===== config.mk =====
export PLATFORM = sky130hd
export DESIGN_NAME = shift_add_multiplier
export DESIGN_NICKNAME = d
export VERILOG_FILES = /design/src/rtl/shift_add_multiplier_pkg.sv /design/src/rtl/ripple_carry_adder.sv /design/src/rtl/shift_add_multiplier.sv
export SDC_FILE = /design/constraint.sdc
export NUM_CORES = 1
export LEC_CHECK = 0
export BUFFER_PORTS_ARGS = -buffer_cell sky130_fd_sc_hd__buf_4
export CAP_MARGIN = 20
export CORE_ASPECT_RATIO = 1.25
export CORE_MARGIN = 8
export CORE_UTILIZATION = 25
export CTS_CLUSTER_DIAMETER = 30
export DETAILED_ROUTE_END_ITERATION = 10
export MAX_ROUTING_LAYER = met4
export PLACE_DENSITY = 0.48
export SLEW_MARGIN = 20
export SYNTH_ARGS = -nofsm -noshare
export SYNTH_HDL_FRONTEND = slang
export SYNTH_SLANG_ARGS = --single-unit

===== constraint.sdc =====
create_clock -name clk -period 36.4 [get_ports clk]
set_clock_uncertainty 0.15 [all_clocks]
set_input_delay 7.28 -clock clk [delete_from_list [all_inputs] [get_ports clk]]
set_output_delay 7.28 -clock clk [all_outputs]
set_load 0.01 [all_outputs]

===== src/rtl/shift_add_multiplier_pkg.sv =====
// Shared mini-cpu constants for the shift-add multiplier.
//   STATE_IDLE / STATE_BUSY / STATE_DONE : fixed state encodings, also seen on
//                                          the dbg_state output of the multiplier
//   mul_state_e                          : multiplier FSM state type
package shift_add_multiplier_pkg;

    localparam logic [1:0] STATE_IDLE = 2'd0;
    localparam logic [1:0] STATE_BUSY = 2'd1;
    localparam logic [1:0] STATE_DONE = 2'd2;

    typedef enum logic [1:0] {
        IDLE = STATE_IDLE,
        BUSY = STATE_BUSY,
        DONE = STATE_DONE
    } mul_state_e;

endpackage


===== src/rtl/ripple_carry_adder.sv =====
// Combinational ripple-carry adder used as the multiplier's step adder.
// Ports:
//   a, b  [xlen-1:0] : addends
//   cin              : carry in
//   sum   [xlen-1:0] : a + b + cin, low xlen bits
//   cout             : carry out of the top bit
module ripple_carry_adder #(
    parameter int xlen = 64
) (
    input  logic [xlen-1:0] a,
    input  logic [xlen-1:0] b,
    input  logic            cin,
    output logic [xlen-1:0] sum,
    output logic            cout
);

    always_comb begin
        logic carry;
        sum   = '0;
        carry = cin;
        for (int i = 0; i < xlen; i++) begin
            sum[i] = a[i] ^ b[i] ^ carry;
            carry  = (a[i] & b[i]) | (carry & (a[i] ^ b[i]));
        end
        cout = carry;
    end

endmodule


===== src/rtl/shift_add_multiplier.sv =====
// Multi-cycle unsigned shift-add multiplier: one add-and-shift step per clock,
// reusing a single ripple_carry_adder.
// Ports:
//   clk, rstn            : clock (rising edge), asynchronous active-low reset
//   in_valid / in_ready  : operand handshake; a, b sampled on the accepting edge
//   a, b      [xlen-1:0] : unsigned multiplicand / multiplier
//   out_valid / out_ready: product handshake
//   product [2*xlen-1:0] : registered {acc, mq}; valid while out_valid is high
//   busy                 : high while stepping
//   dbg_state [1:0]      : current FSM state encoding
//
// Handshake: a transfer happens on a rising edge where valid && ready are both
// high. in_ready is high only in IDLE and out_valid only in DONE; once out_valid
// rises, product is held stable until the transfer edge.
module shift_add_multiplier
    import shift_add_multiplier_pkg::*;
#(
    parameter int xlen = 64
) (
    input  logic              clk,
    input  logic              rstn,
    input  logic              in_valid,
    output logic              in_ready,
    input  logic [xlen-1:0]   a,
    input  logic [xlen-1:0]   b,
    output logic              out_valid,
    input  logic              out_ready,
    output logic [2*xlen-1:0] product,
    output logic              busy,
    output logic [1:0]        dbg_state
);

    localparam int CW = (xlen > 1) ? $clog2(xlen) : 1;
    localparam logic [CW-1:0] LAST_STEP = CW'(xlen - 1);

    mul_state_e      state;
    mul_state_e      state_nx;
    logic [xlen-1:0] mcand;
    logic [xlen-1:0] acc;
    logic [xlen-1:0] mq;
    logic [CW-1:0]   count;
    logic [xlen-1:0] addend;
    logic [xlen-1:0] sum;
    logic            cout;

    // The low multiplier bit selects whether this step adds the multiplicand.
    assign addend = mq[0] ? mcand : '0;

    ripple_carry_adder #(
        .xlen(xlen)
    ) u_step_adder (
        .a   (acc),
        .b   (addend),
        .cin (1'b0),
        .sum (sum),
        .cout(cout)
    );

    always_ff @(posedge clk or negedge rstn) begin
        if (!rstn) begin
            state <= IDLE;
        end else begin
            state <= state_nx;
        end
    end

    always_comb begin
        state_nx  = state;
        in_ready  = 1'b0;
        out_valid = 1'b0;
        busy      = 1'b0;
        unique case (state)
            IDLE: begin
                in_ready = 1'b1;
                if (in_valid) state_nx = BUSY;
            end
            BUSY: begin
                busy = 1'b1;
                if (count == LAST_STEP) state_nx = DONE;
            end
            DONE: begin
                out_valid = 1'b1;
                if (out_ready) state_nx = IDLE;
            end
            default: state_nx = IDLE;
        endcase
    end

    always_ff @(posedge clk or negedge rstn) begin
        if (!rstn) begin
            mcand <= '0;
            acc   <= '0;
            mq    <= '0;
            count <= '0;
        end else begin
            unique case (state)
                IDLE: begin
                    if (in_valid) begin
                        mcand <= a;
                        mq    <= b;
                        acc   <= '0;
                        count <= '0;
                    end
                end
                BUSY: begin
                    // Carry-out becomes the new top bit of acc; the bit leaving
                    // acc drops into mq as the multiplier bits shift out.
                    {acc, mq} <= {cout, sum, mq[xlen-1:1]};
                    if (count != LAST_STEP) count <= count + CW'(1);
                end
                default: ;
            endcase
        end
    end

    assign product   = {acc, mq};
    assign dbg_state = state;

endmodule


=== Word-level counts from Yosys, hierarchy flattened ===
Cells that the tools add are included.

* Input port bits: 132
* Flip-flop bits (word level): 200
* Memories kept: 0
* ROM bits: 0
* Bits in latches: 0
* Bits in writable memories: 0
* Output and inout port bits: 133
* Word-level logic and storage cells: 352

* Div/mod/pow operators: 0
* Multiply operators: 0
* Bitwise operators: 317
* Equality and inequality tests: 8
* Magnitude comparators: 0
* Add/subtract/negate cells: 1
* Shifts and indexed selects: 0
* Reductions and logical operators: 6
* Muxes and demuxes: 15

{| class="wikitable"
|+ Operators by type and width
! operator !! number
|-
| case mux 64 bit (2 select lines) || 2
|-
| two-way mux 64 bit || 3
|-
| bitwise AND 1 bit || 127
|-
| XOR 1 bit || 127
|-
| bitwise OR 1 bit || 63
|-
| two-way mux 6 bit || 2
|-
| case mux 6 bit (2 select lines) || 1
|-
| != test 2 bit, second input constant || 4
|-
| adder 6 x 1 -> 6 bit, second input constant || 1
|-
| equality test 6 bit, second input constant || 1
|-
| two-way mux 2 bit || 3
|-
| != test 6 bit, second input constant || 1
|-
| case mux 2 bit (3 select lines) || 1
|-
| AND reduction 3 bit || 2
|-
| AND reduction 2 bit || 2
|-
| two-way mux 1 bit || 3
|-
| equality test 2 x 1 -> 1 bit, second input constant || 1
|-
| equality test 2 bit, second input constant || 1
|-
| zero test 2 bit || 1
|-
| nonzero test 2 bit || 1
|}

=== Logic depth before layout (Yosys ltp) ===
* Depth after elaboration: 129
* Depth in mapped cells: 70
* Mapped depth without buffers: 69

=== By module ===
Synthesis repeated with hierarchy kept, for this count alone.

* Cells, all modules: 1,094
* Area, all modules: 10,007.1 µm²

{| class="wikitable"
|+ By module, submodules not included
! module !! seq. area each (µm²) !! area an instance (µm²) !! cells an instance !! times used
|-
| shift_add_multiplier || 5,004.8 || 8,688.3 || 1,020 || 1
|-
| ripple_carry_adder || 0.0 || 1,318.8 || 74 || 1
|}

=== Least setup slack after synthesis ===
No wires, ideal clock.

* Path type: reg2reg
* Start point: register mq[0]
* End point: register acc[62]
* Library setup time: 0.130 ns
* Cell stages (with the launch flop): 71
* Data required time: 36.120 ns
* Path buffers: 1
* Setup slack: 10.173 ns
* Arrival: 25.947 ns
* Period minus slack after synthesis: 26.227 ns
* Cells stage by stage: dfrtp_1 clkbuf_1 and2_1 ha_1 inv_1 fa_1 fa_1 fa_1 fa_1 fa_1 fa_1 fa_1 fa_1 fa_1 fa_1 fa_1 fa_1 fa_1 [... 35 more ...] fa_1 fa_1 fa_1 fa_1 fa_1 fa_1 fa_1 fa_1 fa_1 fa_1 fa_1 fa_1 fa_1 inv_1 fa_1 inv_1 fa_1 o21ai_0

* Cells in the longest elaborated chain, start to end: 128
* Elaborated cells on any way between the ends: 253
* Those cells by class: mux: 2; bitwise: 251

{| class="wikitable"
|+ Ends and longest elaborated chain
! what !! line !! RTL
|-
| start, declared || shift_add_multiplier.sv:40 || <nowiki>logic [xlen-1:0] mq;</nowiki>
|-
| start signal, assigned || shift_add_multiplier.sv:108 || <nowiki>{acc, mq} <= {cout, sum, mq[xlen-1:1]};</nowiki>
|-
| two-way mux 64 bit (*) || shift_add_multiplier.sv:47 || <nowiki>assign addend = mq[0] ? mcand : '0;</nowiki>
|-
| bitwise AND 1 bit or XOR 1 bit (tied branches) || ripple_carry_adder.sv:23 || <nowiki>carry = (a[i] & b[i]) | (carry & (a[i] ^ b[i]));</nowiki>
|-
| bitwise AND 1 bit || ripple_carry_adder.sv:23 ||
|-
| bitwise OR 1 bit || ripple_carry_adder.sv:23 ||
|-
| bitwise AND 1 bit || ripple_carry_adder.sv:23 ||
|-
| bitwise OR 1 bit || ripple_carry_adder.sv:23 ||
|-
| bitwise AND 1 bit || ripple_carry_adder.sv:23 ||
|-
| bitwise OR 1 bit || ripple_carry_adder.sv:23 ||
|-
| [... 112 more ...] || - ||
|-
| bitwise AND 1 bit || ripple_carry_adder.sv:23 ||
|-
| bitwise OR 1 bit || ripple_carry_adder.sv:23 ||
|-
| bitwise AND 1 bit || ripple_carry_adder.sv:23 ||
|-
| bitwise OR 1 bit || ripple_carry_adder.sv:23 ||
|-
| bitwise AND 1 bit || ripple_carry_adder.sv:23 ||
|-
| bitwise OR 1 bit || ripple_carry_adder.sv:23 ||
|-
| XOR 1 bit (*) || ripple_carry_adder.sv:22 || <nowiki>sum[i] = a[i] ^ b[i] ^ carry;</nowiki>
|-
| case mux 64 bit (2 select lines) (*) || shift_add_multiplier.sv:96 || <nowiki>unique case (state)</nowiki>
|-
| end signal, assigned || shift_add_multiplier.sv:108 ||
|-
| end, declared || shift_add_multiplier.sv:39 || <nowiki>logic [xlen-1:0] acc;</nowiki>
|}

Every way passes the cells marked *; elsewhere a longest branch is shown, timed or not.
A chain may end at the register's enable or synchronous reset.

=== Worst setup path after layout ===
Ends and elaborated chain as after synthesis.

==> impl_metrics.prom <==
# TYPE chip_impl_metric gauge
chip_impl_info{name="status",value="finished clean"} 1
chip_impl_metric{name="rows",unit=""} 81
chip_impl_metric{name="drt_iter0_drc",unit=""} 306
chip_impl_metric{name="finish.net_count",unit=""} 1312
chip_impl_metric{name="syn_area_per_cell",unit="um2"} 11.3
chip_impl_metric{name="pwr-share-clk",unit=""} 0.151
chip_impl_metric{name="ys_async_sr_fraction",unit=""} 1.00
chip_impl_metric{name="finalHoldViolations",unit=""} 0
chip_impl_metric{name="ant_nets",unit=""} 0
chip_impl_metric{name="worst-endpoint-required",unit="ps"} 36560
chip_impl_metric{name="netlist_instances",unit=""} 871
chip_impl_metric{name="synth_xor_area_frac",unit=""} 0
chip_impl_metric{name="clk_pin_slew",unit="ps"} 70
chip_impl_info{name="combinational_family_with_the_most_area_after_synthesis",value="multiplexers"} 1
chip_impl_metric{name="vias_per_cell",unit=""} 4.29
chip_impl_info{name="yosys-top-cells-area",value="dfrtp_1 (51%), fa_1 (13%), nand2_1 (7.5%)"} 1
chip_impl_metric{name="cts_num_sinks",unit=""} 200
chip_impl_metric{name="timing.final.setup_violations",unit=""} 0
chip_impl_metric{name="leakagePower",unit="nW"} 5.94
chip_impl_metric{name="postCtsHoldBufs",unit=""} 0
chip_impl_metric{name="p_int",unit="mW"} 0.705
chip_impl_metric{name="fin_crit",unit="ps"} 27730
chip_impl_info{name="synth-main-ff-cell",value="dfrtp_1"} 1
chip_impl_metric{name="worstPathBufferInverterCount",unit=""} 4
chip_impl_metric{name="synth_edf_count",unit=""} 0
chip_impl_metric{name="initial_utilization",unit=""} 0.252
chip_impl_metric{name="postRouteWirelength",unit="um"} 28000
chip_impl_info{name="critical-path-top-cell-by-count",value="fa_1"} 1
chip_impl_metric{name="r2r_slack",unit="ps"} 8670
chip_impl_metric{name="ys_ff_latch",unit=""} 200
chip_impl_metric{name="grt_max_degree",unit=""} 88
chip_impl_info{name="list_of_most_frequent_post_synthesis_cells",value="dfrtp_1 (200), nand2_1 (195), o21ai_0 (91)"} 1
chip_impl_info{name="tritoncts",value="done"} 1
chip_impl_metric{name="area.sequential",unit="um2"} 5010
chip_impl_metric{name="timing.setup.tns",unit="ps"} 0
chip_impl_metric{name="final-max-slew-violation-count",unit=""} 0
chip_impl_metric{name="fp.dieArea",unit="um2"} 45900
chip_impl_metric{name="n_fill_cell",unit=""} 4072
chip_impl_info{name="crit_type",value="register to register"} 1
chip_impl_info{name="root_buffer_cell",value="clkbuf_16"} 1
chip_impl_metric{name="achievable-frequency",unit="MHz"} 36.1
chip_impl_metric{name="place.detailed.instances",unit=""} 1594
chip_impl_metric{name="numCtsBuffers",unit=""} 17
chip_impl_metric{name="die_outline_height",unit="um"} 238
chip_impl_metric{name="drcViolationCount",unit=""} 0
chip_impl_metric{name="ioPinCount",unit=""} 265
chip_impl_metric{name="cts_resized",unit=""} 0
chip_impl_metric{name="power.share.combinational",unit=""} 0.480
chip_impl_info{name="worst_setup_path_start_kind",value="register"} 1
chip_impl_metric{name="post-dp-hpwl",unit="um"} 20500
chip_impl_metric{name="cts-htree-levels",unit=""} 4
chip_impl_metric{name="syn_area",unit="um2"} 9820
chip_impl_metric{name="fp.dieW",unit="um"} 193
chip_impl_metric{name="worst-slew-pin-transition",unit="ps"} 958
chip_impl_metric{name="grt_remaining_overflow",unit=""} 0
chip_impl_metric{name="yosysTopAreaCellShare",unit=""} 0.510
chip_impl_metric{name="gp_routability_congestion",unit=""} 0.790
chip_impl_metric{name="numPortBuffers",unit=""} 264
chip_impl_metric{name="drtPass1Iterations",unit=""} 4
chip_impl_metric{name="simple_gate_share_of_the_synthesized_area",unit=""} 0.0875
chip_impl_metric{name="post-place-ws",unit="ps"} 8510
chip_impl_info{name="crit_slowest_cell",value="dfrtp_2"} 1
chip_impl_metric{name="fin_cells",unit=""} 1627
chip_impl_metric{name="yosys_warnings",unit=""} 0
chip_impl_metric{name="core_area",unit="um2"} 38900
chip_impl_metric{name="cp.arrival",unit="ps"} 27880
chip_impl_metric{name="synth-adder-area-share",unit=""} 0.131
chip_impl_metric{name="timing.slew.headroom",unit=""} 0.362
chip_impl_metric{name="clk_path_buf_depth",unit=""} 2
chip_impl_metric{name="cts.repair_timing.setup_buffer_count",unit=""} 0
chip_impl_info{name="synth_top_area_cell",value="dfrtp_1"} 1
chip_impl_metric{name="antenna_violations_before_repair",unit=""} 1
chip_impl_metric{name="synth_seq_area_share",unit=""} 0.510
chip_impl_metric{name="drv.max_cap_violation_count",unit=""} 0
chip_impl_metric{name="syn_nets",unit=""} 1068
chip_impl_metric{name="netlist-cell-type-count",unit=""} 37
chip_impl_metric{name="area_delta_synth_final",unit="%"} 29.9
chip_impl_info{name="grt_setup_unrepaired",value="false"} 1
chip_impl_metric{name="p_sw_frac",unit=""} 0.402
chip_impl_metric{name="route.detailed.wl_per_inst",unit="um"} 17.2
chip_impl_metric{name="detailroute.via_count",unit=""} 6975
chip_impl_metric{name="finalWorstSetupSlack",unit="ps"} 8670
chip_impl_metric{name="grt_first_pass_wirelength",unit="um"} 45100
chip_impl_info{name="synth_most_common_cell",value="dfrtp_1"} 1
chip_impl_metric{name="power_density_over_cell_area",unit="nW/um2"} 92.4
chip_impl_metric{name="layout-drive-gt1-share",unit=""} 0.321
chip_impl_info{name="cp-end-kind",value="register"} 1
chip_impl_metric{name="power_switching",unit="mW"} 0.473
chip_impl_metric{name="multi_input_area",unit="um2"} 4270
chip_impl_metric{name="insertion_delay",unit="ps"} 450
chip_impl_metric{name="layout_worst_path_cycle_share",unit=""} 0.762
chip_impl_metric{name="worst-path-max-fanout",unit=""} 51
chip_impl_metric{name="first_global_vias",unit=""} 7739
chip_impl_info{name="cp_top_family",value="adder cells"} 1
chip_impl_metric{name="irDropWorstVdd",unit="mV"} 0.0362
chip_impl_info{name="holdCritPathClass",value="register to register"} 1
chip_impl_metric{name="sequentialPowerShare",unit=""} 0.369
chip_impl_metric{name="post_synthesis_compound_gate_area_fraction",unit=""} 0.0770
chip_impl_metric{name="synthMuxAreaShare",unit=""} 0.139
chip_impl_metric{name="worst_path_largest_cell_delay",unit="ps"} 520
chip_impl_metric{name="gr-usage-all-layers",unit=""} 0.129
final cells by class:
type / instances / area share
flip-flops and latches: 200 / 0.393
clock buffers: 21 / 0.0353
inverters: 69 / 0.0204
repair buffers: 274 / 0.162
clock inverters: 10 / 0.00579
diodes: 2 / 0.000392
well taps: 498 / 0.0489
multi-input cells: 553 / 0.335
per-stage QoR:
| step | hold slack (ps) | power [mW] | util | area (um2) |
|---|---|---|---|---|
| global placement | 321 | 1.01 | 0.314 | 12200 |
| detailed placement | 326 | 1.03 | 0.314 | 12200 |
| global route | 352 | 1.30 | 0.328 | 12800 |
| floorplan | 308 | 0.776 | - | 9820 |
| finish | 337 | 1.18 | 0.328 | 12800 |
| CTS | 344 | 1.21 | 0.328 | 12700 |
worst paths after layout:
check | end | cells past startpoint | start
worst max-delay path | acc[62] | 70 | mq[0]
worst min-delay path | mcand[3] | 1 | mcand[3]
worst max register to register | acc[62] | 70 | mq[0]
worst min register to register | mcand[3] | 1 | mcand[3]
max in group asynchronous | mcand[23] | 2 | rstn
min in group asynchronous | mq[29] | 1 | rstn
layer usage:
layer	track usage	wire length, um	part of all wire	up-vias
met5	-	0	0	-
met4	0.0406	387	0.014	0
met3	0.0542	2360	0.084	19
met2	0.203	13200	0.47	204
met1	0.148	12000	0.43	3428
li1	-	-	-	3324
cells by family after synthesis:
kind of cell	count (synthesis)
adders and majority gates	65
buffers and inverters	118
AOI/OAI and AO/OA	143
DFF	200
and+or+nand+nor	217
muxes	128
layout by cell type, fill, tap and decap left out, types with 2 or more instances in the layout:
cell and count:
diode_2 2, mux2_1 10, ha_1 2, o21ai_0 91
and2_1 3, fa_1 63, inv_6 2, buf_4 273
a21oi_1 5, inv_1 68, nand2_1 195, a311oi_1 2
a22o_1 2, mux2i_1 64, clkbuf_1 3, clkbuf_16 17
dfrtp_1 199, nor3_1 4, clkinvlp_4 5, clkinv_2 3
o211ai_1 2, nor2_1 5, o21ai_1 36, mux2_2 54
worst reg2reg max path: cells and delay by family, from the launching register on:
kind | cells | cell delay (ps)
buf+inv | 4 | 700
fa+ha+maj | 64 | 25810
compound gates | 1 | 70
flops | 1 | 520
simple gates | 1 | 270
sequential cells by signal, summed over array words and instances, names as in the netlist:
| signal | cells |
|---|---|
| mq | 64 |
| mcand | 64 |
| count | 6 |
| dbg_state | 2 |
| acc | 64 |
power groups by stage:
stage | Clock, mW | Combinational (mW) | Sequential [mW]
after floorplan | 0 | 0.329 | 0.447
after CTS | 0.189 | 0.586 | 0.438
after detailed placement | 0 | 0.587 | 0.441
final | 0.178 | 0.565 | 0.434
after global routing | 0.196 | 0.649 | 0.453
after global placement | 0 | 0.575 | 0.439
Note: power is estimated with default switching activity, not from simulation.
